[src/rtl/sum_acc_pkg.sv]
// Shared types and constants for the sum accumulator.
package sum_acc_pkg;

    typedef enum logic [1:0] {
        IDLE  = 2'b00,
        ACCUM = 2'b01,
        DONE  = 2'b10
    } state_t;

    localparam int SUM_W = 7;

endpackage

[src/rtl/sum_accumulator_if.sv]
// Sample-in and total-out valid/ready bundle of the sum accumulator.
interface sum_accumulator_if
    import sum_acc_pkg::*;
#(
    parameter int ACC_W = 12
);

    logic             in_valid;
    logic             in_ready;
    logic [SUM_W-2:0] S;
    logic             Cout;
    logic             out_valid;
    logic             out_ready;
    logic [ACC_W-1:0] ACC;
    logic             ovf;

    modport slave (
        input  in_valid, S, Cout, out_ready,
        output in_ready, out_valid, ACC, ovf
    );

    modport master (
        output in_valid, S, Cout, out_ready,
        input  in_ready, out_valid, ACC, ovf
    );

endinterface

[src/rtl/acc_add.sv]
// Next-ACC adder; ACC_SATURATE_EN clamps to all-ones on carry, else wraps.
module acc_add
    import sum_acc_pkg::*;
#(
    parameter int ACC_W = 12
) (
    input  logic [ACC_W-1:0] acc,
    input  logic [SUM_W-1:0] sample,
    output logic [ACC_W-1:0] acc_next,
    output logic             carry
);

    logic [ACC_W:0] sum;

    assign sum   = {1'b0, acc} + {{(ACC_W + 1 - SUM_W){1'b0}}, sample};
    assign carry = sum[ACC_W];

`ifdef ACC_SATURATE_EN
    // Once clamped, further adds carry again (or add zero), so it stays clamped.
    assign acc_next = carry ? '1 : sum[ACC_W-1:0];
`else
    assign acc_next = sum[ACC_W-1:0];
`endif

endmodule

[src/rtl/sum_accumulator.sv]
// Frame accumulator of adder results; optional ACC_SATURATE_EN clamps on overflow.
module sum_accumulator
    import sum_acc_pkg::*;
#(
    parameter int N_SAMPLES = 4,
    parameter int ACC_W     = 12
) (
    input  logic                clk,
    input  logic                rst_n,
    input  logic                start,
    output logic                busy,
    sum_accumulator_if.slave    bus
);

    localparam int CNT_W = $clog2(N_SAMPLES + 1);

    state_t           state_q;
    state_t           state_d;
    logic [CNT_W-1:0] cnt_q;
    logic [ACC_W-1:0] acc_q;
    logic [ACC_W-1:0] acc_d;
    logic             ovf_q;
    logic             carry;
    logic             in_ready;
    logic             out_valid;
    logic             accept;
    logic             last;

    assign in_ready  = (state_q == ACCUM);
    assign out_valid = (state_q == DONE);
    assign busy      = (state_q != IDLE);
    assign accept    = bus.in_valid & in_ready;
    assign last      = (cnt_q == CNT_W'(N_SAMPLES - 1));

    assign bus.in_ready  = in_ready;
    assign bus.out_valid = out_valid;
    assign bus.ACC       = acc_q;
    assign bus.ovf       = ovf_q;

    acc_add #(
        .ACC_W(ACC_W)
    ) u_acc_add (
        .acc     (acc_q),
        .sample  ({bus.Cout, bus.S}),
        .acc_next(acc_d),
        .carry   (carry)
    );

    always_comb begin
        state_d = state_q;
        unique case (state_q)
            IDLE:    if (start) state_d = ACCUM;
            ACCUM:   if (accept && last) state_d = DONE;
            DONE:    if (bus.out_ready) state_d = IDLE;
            default: state_d = IDLE;
        endcase
    end

    always_ff @(posedge clk or negedge rst_n) begin
        if (!rst_n) begin
            state_q <= IDLE;
        end else begin
            state_q <= state_d;
        end
    end

    // Totals stay visible after the output handshake until the next start.
    always_ff @(posedge clk or negedge rst_n) begin
        if (!rst_n) begin
            acc_q <= '0;
            ovf_q <= 1'b0;
            cnt_q <= '0;
        end else if (state_q == IDLE && start) begin
            acc_q <= '0;
            ovf_q <= 1'b0;
            cnt_q <= '0;
        end else if (accept) begin
            acc_q <= acc_d;
            ovf_q <= ovf_q | carry;
            cnt_q <= cnt_q + CNT_W'(1);
        end
    end

endmodule

[src/flat_wrapper.sv]
// flat-port wrapper written by rule: the top's interface ports become plain ports
module sum_accumulator_flat import sum_acc_pkg::*;
#(
    parameter int N_SAMPLES = 4,
    parameter int ACC_W     = 12
)
  (clk, rst_n, start, busy, bus_in_valid, bus_S, bus_Cout, bus_out_ready, bus_in_ready, bus_out_valid, bus_ACC, bus_ovf);
  sum_accumulator_if #(.ACC_W(ACC_W)) bus_i ();
  input  logic clk;
  input  logic rst_n;
  input  logic start;
  output logic busy;
  input wire logic [$bits(bus_i.in_valid)-1:0] bus_in_valid;
  input wire logic [$bits(bus_i.S)-1:0] bus_S;
  input wire logic [$bits(bus_i.Cout)-1:0] bus_Cout;
  input wire logic [$bits(bus_i.out_ready)-1:0] bus_out_ready;
  output wire logic [$bits(bus_i.in_ready)-1:0] bus_in_ready;
  output wire logic [$bits(bus_i.out_valid)-1:0] bus_out_valid;
  output wire logic [$bits(bus_i.ACC)-1:0] bus_ACC;
  output wire logic [$bits(bus_i.ovf)-1:0] bus_ovf;
  assign bus_i.in_valid = bus_in_valid;
  assign bus_i.S = bus_S;
  assign bus_i.Cout = bus_Cout;
  assign bus_i.out_ready = bus_out_ready;
  assign bus_in_ready = bus_i.in_ready;
  assign bus_out_valid = bus_i.out_valid;
  assign bus_ACC = bus_i.ACC;
  assign bus_ovf = bus_i.ovf;
  sum_accumulator #(.N_SAMPLES(N_SAMPLES), .ACC_W(ACC_W)) u_core (.clk(clk), .rst_n(rst_n), .start(start), .busy(busy), .bus(bus_i));
endmodule
[config.mk]
export PLATFORM = sky130hd
export DESIGN_NAME = sum_accumulator_flat
export DESIGN_NICKNAME = d
export VERILOG_FILES = /design/src/rtl/sum_acc_pkg.sv /design/src/rtl/sum_accumulator_if.sv /design/src/rtl/acc_add.sv /design/src/rtl/sum_accumulator.sv /design/src/flat_wrapper.sv
export SDC_FILE = /design/constraint.sdc
export NUM_CORES = 1
export LEC_CHECK = 0
export BUFFER_PORTS_ARGS = -buffer_cell sky130_fd_sc_hd__buf_2
export CAP_MARGIN = 5
export CORE_UTILIZATION = 59
export CTS_BUF_LIST = sky130_fd_sc_hd__clkbuf_8 sky130_fd_sc_hd__clkbuf_16
export CTS_CLUSTER_DIAMETER = 50
export CTS_CLUSTER_SIZE = 28
export DETAILED_ROUTE_END_ITERATION = 6
export PLACE_DENSITY = 0.81
export SYNTH_ARGS = -nofsm -noshare
export SYNTH_HDL_FRONTEND = slang
export SYNTH_HIERARCHICAL = 1
export SYNTH_SLANG_ARGS = --single-unit
[constraint.sdc]
create_clock -name clk -period 4.9 [get_ports clk]
set_input_delay 0.98 -clock clk [delete_from_list [all_inputs] [get_ports clk]]
set_output_delay 0.98 -clock clk [all_outputs]
set_load 0.05 [all_outputs]
==> results.cfg, run 1 <==
[sta]
maxSlewHeadroom_pct = 28.50
fmax_ghz = 0.3610
hold_ws_ps = 544.3
fin_tns_setup_ps = 0
worst_pin_slew_ps = 1072
final-setup-viol-count = 0
period_needed_ps = 2770
drv_slew = 0
hold_viol = 0
worst_slack_ps = 2130
clock-skew-final_ps = 13.13
rsz0062_at_grt = no
period_share_pct = 56.53

[die]
initial_utilization_pct = 64.98
coreArea_um2 = 2297
boundaryPins = 28
die_width_um = 52.30
fp-row-count = 17
dieArea_um2 = 2735
fp.dieH_um = 52.30

[drt]
postRouteAntennaNets = 0
met1_length_um = 1415
firstDrtPassIters = 4
drc = 0
via_count = 1312
top_layer_used = met4
wl_per_cell_um = 15.77
drtIter0Drc = 29
wl_met2_um = 1617
vias_per_cell = 6.278
wl_met3_um = 247
wirelength_um = 3295

[global_route]
overflow = 0
grt_pass1_wl_um = 5430
antenna_found_initial = 0
grtUsageTotal_pct = 27.29
grt_max_degree = 38
grt_pass1_vias = 1229

[clocking]
root_buffer = clkbuf_8
post-cts-setup-buffer-count = 0
clockBufferDepth = 2
ctsResizeCount = 0
cts_tree = done
clk-insertion-delay-late_ps = 260
numCtsBuffers = 3
ctsHtreeMaxLevel = 1
cts.sinks = 18
clk_pin_slew_ps = 70
cts_hold_buf = 0

[placement]
hpwl_um = 2216
postPlaceCellArea_um2 = 1595
place_ws_ps = 1965
placed_cells = 205
port_buffers = 27
place_congestion = 0.8577

[final_layout]
final_cell_mix = buf_2 (27), inv_1 (19), dfrtp_1 (18)
fin_util_pct = 71.84
nNetsFinal = 204
final_area_um2 = 1650
area_growth_pct = 10.56
diodes = 0
final_common_cell = buf_2
layout-drive-gt1-share_pct = 25.97
final_cells = 209

[logic_synthesis]
synthArstFlopShare_pct = 100.0
synth_top_family_by_area = compound AO/OA/AOI/OAI gates
yosys.area_share.simple_pct = 21.21
muxShareOfSynthArea_pct = 0
netlist_instances = 159
yosys_register_bits = 18
synth_compound_area_share_pct = 26.32
synth_fa_ha_area_share_pct = 8.885
ys_seq_area_share_pct = 30.18
synth_nets = 181
synth_area_um2 = 1493
synth_edf_count = 0
synth_cell_types = 39
synthFlopType = dfrtp_1
synthXorXnorAreaFrac_pct = 4.107
syn_area_per_cell_um2 = 9.388
yosys_warnings = 6

[setup_path]
worstSetupStartpoint = u_core/state_q[0]$_DFFE_PN0P_
worst-path-max-fanout = 37
cp-end-kind = output port
cp_data_arrival_time_ps = 1790
critical_path_class = reg -> out
cp.required_ps = 3920
regToRegStartpoint = u_core/bus.ACC[0]$_DFFE_PN0P_
crit_path_start_kind = register

[power_and_ir_drop]
powerDensity_nw_per_um2 = 757.0
p_leak_nw = 0.7575
ir_drop_mv = 0.5341
p_total_mw = 1.249

[status]
run_status = completed

[hold_path]
min_path_type = reg -> reg
hold_start = u_core/bus.ovf$_DFFE_PN0P_

[run]
drv_cap = 0
-- routing by layer --
layer | vias to the layer above | GRT usage (%)
met5 | - | 0
met4 | 0 | 10.96
met3 | 2 | 4.638
met2 | 55 | 45.78
met1 | 642 | 34.43
li1 | 613 | -
-- kinds of logic after synthesis --
logic type,after synthesis
DFF,18
AOI/OAI and AO/OA,41
adders and majority gates,10
buffers and inverters,28
and+or+nand+nor,55
xor gates and xnor gates,7
-- synthesized netlist by cell type, types with 2 or more instances --
library cell  count  area share [%]
inv_1            19             4.8
dfrtp_1          18              30
nand2_1          17             4.3
nand3b_1         15             7.5
ha_1              9             7.5
o221ai_2          9             9.1
o221ai_1          7             4.1
a21oi_1           6             2.0
nand2b_1          6             2.5
xnor2_1           5             2.9
nor3b_1           4             2.0
o21ai_0           4             1.3
nand3_1           3             1.0
nor2b_1           3             1.3
a211oi_1          2             1.0
buf_2             2            0.67
buf_6             2             1.5
clkbuf_1          2            0.50
nand4_1           2            0.84
nor2_1            2            0.50
o211ai_1          2             1.0
o211ai_2          2             1.7
xor2_1            2             1.2
-- final cells by class --
cell class                 instances  area, um^2
fill                             201       646.9
clock buffer                       4       55.05
sequential                        18       450.4
multi-input combinational        113       903.4
inverter                          19       71.32
tap                               28       35.03
timing repair buffer              27       135.1
-- power breakdown --
part           internal, mW  switching, mW  total [mW]
clock                0.0714         0.0536       0.125
combinational         0.294          0.506       0.800
sequential            0.213          0.111       0.324
total                 0.578          0.671        1.25
-- critical path, stage by stage (launching register included) --
cell and delay, ps:
dfrtp_1 1050, or2_2 230, buf_2 250
-- sequential cells by signal, indices dropped and copies added, names as in the netlist --
register        cells
u_core/state_q      2
u_core/bus.ovf      1
u_core/cnt_q        3
u_core/bus.ACC     12
-- path summary, 6_finish.rpt --
| check | endpoint | slack [ps] | depth (start not counted) |
|---|---|---|---|
| min in group asynchronous | u_core/bus.ACC[8]$_DFFE_PN0P_ | 650 | 1 |
| hold reg to reg | u_core/bus.ovf$_DFFE_PN0P_ | 540 | 2 |
| max in group asynchronous | u_core/state_q[0]$_DFFE_PN0P_ | 3920 | 1 |
| hold / removal | u_core/bus.ovf$_DFFE_PN0P_ | 540 | 2 |
| setup / recovery | busy | 2130 | 2 |
| setup reg to reg | u_core/bus.ACC[8]$_DFFE_PN0P_ | 2610 | 8 |
Power figures use the tool's default switching activity.
==> inputs of run 2 (changes only) <==
--- a/config.mk
+++ b/config.mk
@@ -7,12 +7,12 @@
 export LEC_CHECK = 0
 export BUFFER_PORTS_ARGS = -buffer_cell sky130_fd_sc_hd__buf_2
 export CAP_MARGIN = 5
-export CORE_UTILIZATION = 59
+export CORE_UTILIZATION = 55
 export CTS_BUF_LIST = sky130_fd_sc_hd__clkbuf_8 sky130_fd_sc_hd__clkbuf_16
 export CTS_CLUSTER_DIAMETER = 50
 export CTS_CLUSTER_SIZE = 28
 export DETAILED_ROUTE_END_ITERATION = 6
-export PLACE_DENSITY = 0.81
+export PLACE_DENSITY = 0.76
 export SYNTH_ARGS = -nofsm -noshare
 export SYNTH_HDL_FRONTEND = slang
 export SYNTH_HIERARCHICAL = 1
==> constraint.sdc (replaced) <==
create_clock -name clk -period 2.71 [get_ports clk]
set_input_delay 0.542 -clock clk [delete_from_list [all_inputs] [get_ports clk]]
set_output_delay 0.542 -clock clk [all_outputs]
set_load 0.05 [all_outputs]
==> run 2 against run 1 <==
- clock-buffer cell count stayed put
- first-iteration DRC count increased by 14%
- sequential cell count is the same
- cell count rose by 1.4%
- sequential power rose by 73%
- die area increased by 7.0%
- global-route usage down 2.7 points
==> results.cfg, run 2 (same netlist as run 1, synthesis figures left out) <==
[final_layout]
diodes = 0
largest_reg_flops = 12
nNetsFinal = 205
layout-drive-gt1-share_pct = 26.37
area_growth_pct = 11.23
final_cell_mix = buf_2 (27), inv_1 (19), dfrtp_1 (18)
fin_util_pct = 65.82
final_common_cell = buf_2

[setup_path]
r2r_setup_slack_ps = 430
cp_data_arrival_time_ps = 2380
crit_path_start_kind = register
cp.required_ps = 2810
r2r-end = u_core/bus.ACC[8]$_DFFE_PN0P_
regToRegStartpoint = u_core/bus.ACC[0]$_DFFE_PN0P_
worst-path-max-fanout = 4
cp-end-kind = register
critical_path_class = reg -> reg
rr_worst_depth = 8

[die]
coreArea_um2 = 2522
initial_utilization_pct = 59.18
boundaryPins = 28
fp-row-count = 18
die_width_um = 54.10
fp.dieH_um = 54.10
dieArea_um2 = 2926

[clocking]
root_buffer = clkbuf_8
cts_hold_buf = 0
ctsResizeCount = 0
numCtsBuffers = 3
clk_pin_slew_ps = 80
post-cts-setup-buffer-count = 0
clk-insertion-delay-late_ps = 260
ctsHtreeMaxLevel = 1
clockBufferDepth = 2
cts.sinks = 18
cts_tree = done

[drt]
wl_per_cell_um = 15.25
drtIter0Drc = 33
firstDrtPassIters = 4
drc = 0
postRouteAntennaNets = 0
vias_per_cell = 6.000
via_count = 1272
wirelength_um = 3234

[power_and_ir_drop]
ir_drop_mv = 0.8441
p_leak_nw = 0.7619
powerDensity_nw_per_um2 = 1371

[global_route]
grt_pass1_vias = 1071
overflow = 0
grtUsageTotal_pct = 24.57
grt_max_degree = 21
grt_pass1_wl_um = 5106
antenna_found_initial = 0

[sta]
maxSlewHeadroom_pct = 40.88
clock-skew-final_ps = 3.612
hold_ws_ps = 205.2
fmax_ghz = 0.4392
hold_viol = 0
fin_tns_setup_ps = 0
rsz0062_at_grt = no
final-setup-viol-count = 0
worst_pin_slew_ps = 886.9
period_needed_ps = 2277
drv_slew = 0
period_share_pct = 84.02

[placement]
place_congestion = 0.7810
port_buffers = 27
hpwl_um = 2192

[status]
run_status = completed

[run]
drv_cap = 0

[hold_path]
min_path_type = in -> async
## run 2: worst max path at each step
stage,startpoint,endpoint,depth (start not counted),slack (ps)
finish,u_core/bus.ACC[0]$_DFFE_PN0P_,u_core/bus.ACC[8]$_DFFE_PN0P_,8,430
global route,u_core/bus.ACC[0]$_DFFE_PN0P_,u_core/bus.ACC[10]$_DFFE_PN0P_,8,320
CTS,u_core/bus.ACC[0]$_DFFE_PN0P_,u_core/bus.ACC[8]$_DFFE_PN0P_,8,430
detailed placement,bus_S[0],u_core/bus.ACC[8]$_DFFE_PN0P_,9,250
global placement,bus_S[0],u_core/bus.ACC[8]$_DFFE_PN0P_,9,300
floorplan,u_core/bus.ACC[0]$_DFFE_PN0P_,u_core/bus.ACC[8]$_DFFE_PN0P_,8,350
## run 2: final cells by class
type / count / area [um^2]
multi-input cells: 113 / 903.4
fillers: 213 / 862.1
flip-flops and latches: 18 / 450.4
repair buffers: 28 / 142.6
inverters: 19 / 71.32
clock buffers: 4 / 55.05
well taps: 30 / 37.54
## run 2: power by group
part / internal, mW / switching (mW)
combinational: 0.537 / 0.945
sequential: 0.386 / 0.175
clock: 0.129 / 0.103
total: 1.05 / 1.22
## run 2: critical path, cell delays in order (launching register included)
cell	delay (ps)
dfrtp_1	420
ha_1	260
fa_1	430
a211o_2	390
a21oi_4	170
o21a_4	180
o211ai_2	90
nand2_1	70
o221ai_1	120
## run 2: through the flow
step / worst slack (ps) / cells / cell area [um^2] / power, mW
final: 433.0 / 212 / 1660 / 2.276
after global routing: 316.7 / 212 / 1660 / 2.459
after CTS: 434.3 / 212 / 1660 / 2.273
after detailed placement: 249.5 / 208 / 1605 / 2.036
after global placement: 297.2 / 208 / 1605 / 1.980
after floorplan: 347.1 / 159 / 1493 / 1.791
## run 2: metal layers
metal	track usage [%]	vias up	share of wire [%]
li1	-	617	-
met1	33.96	616	46
met2	39.92	35	50
met3	3.390	4	3.1
met4	6.410	0	1.1
met5	0	-	0
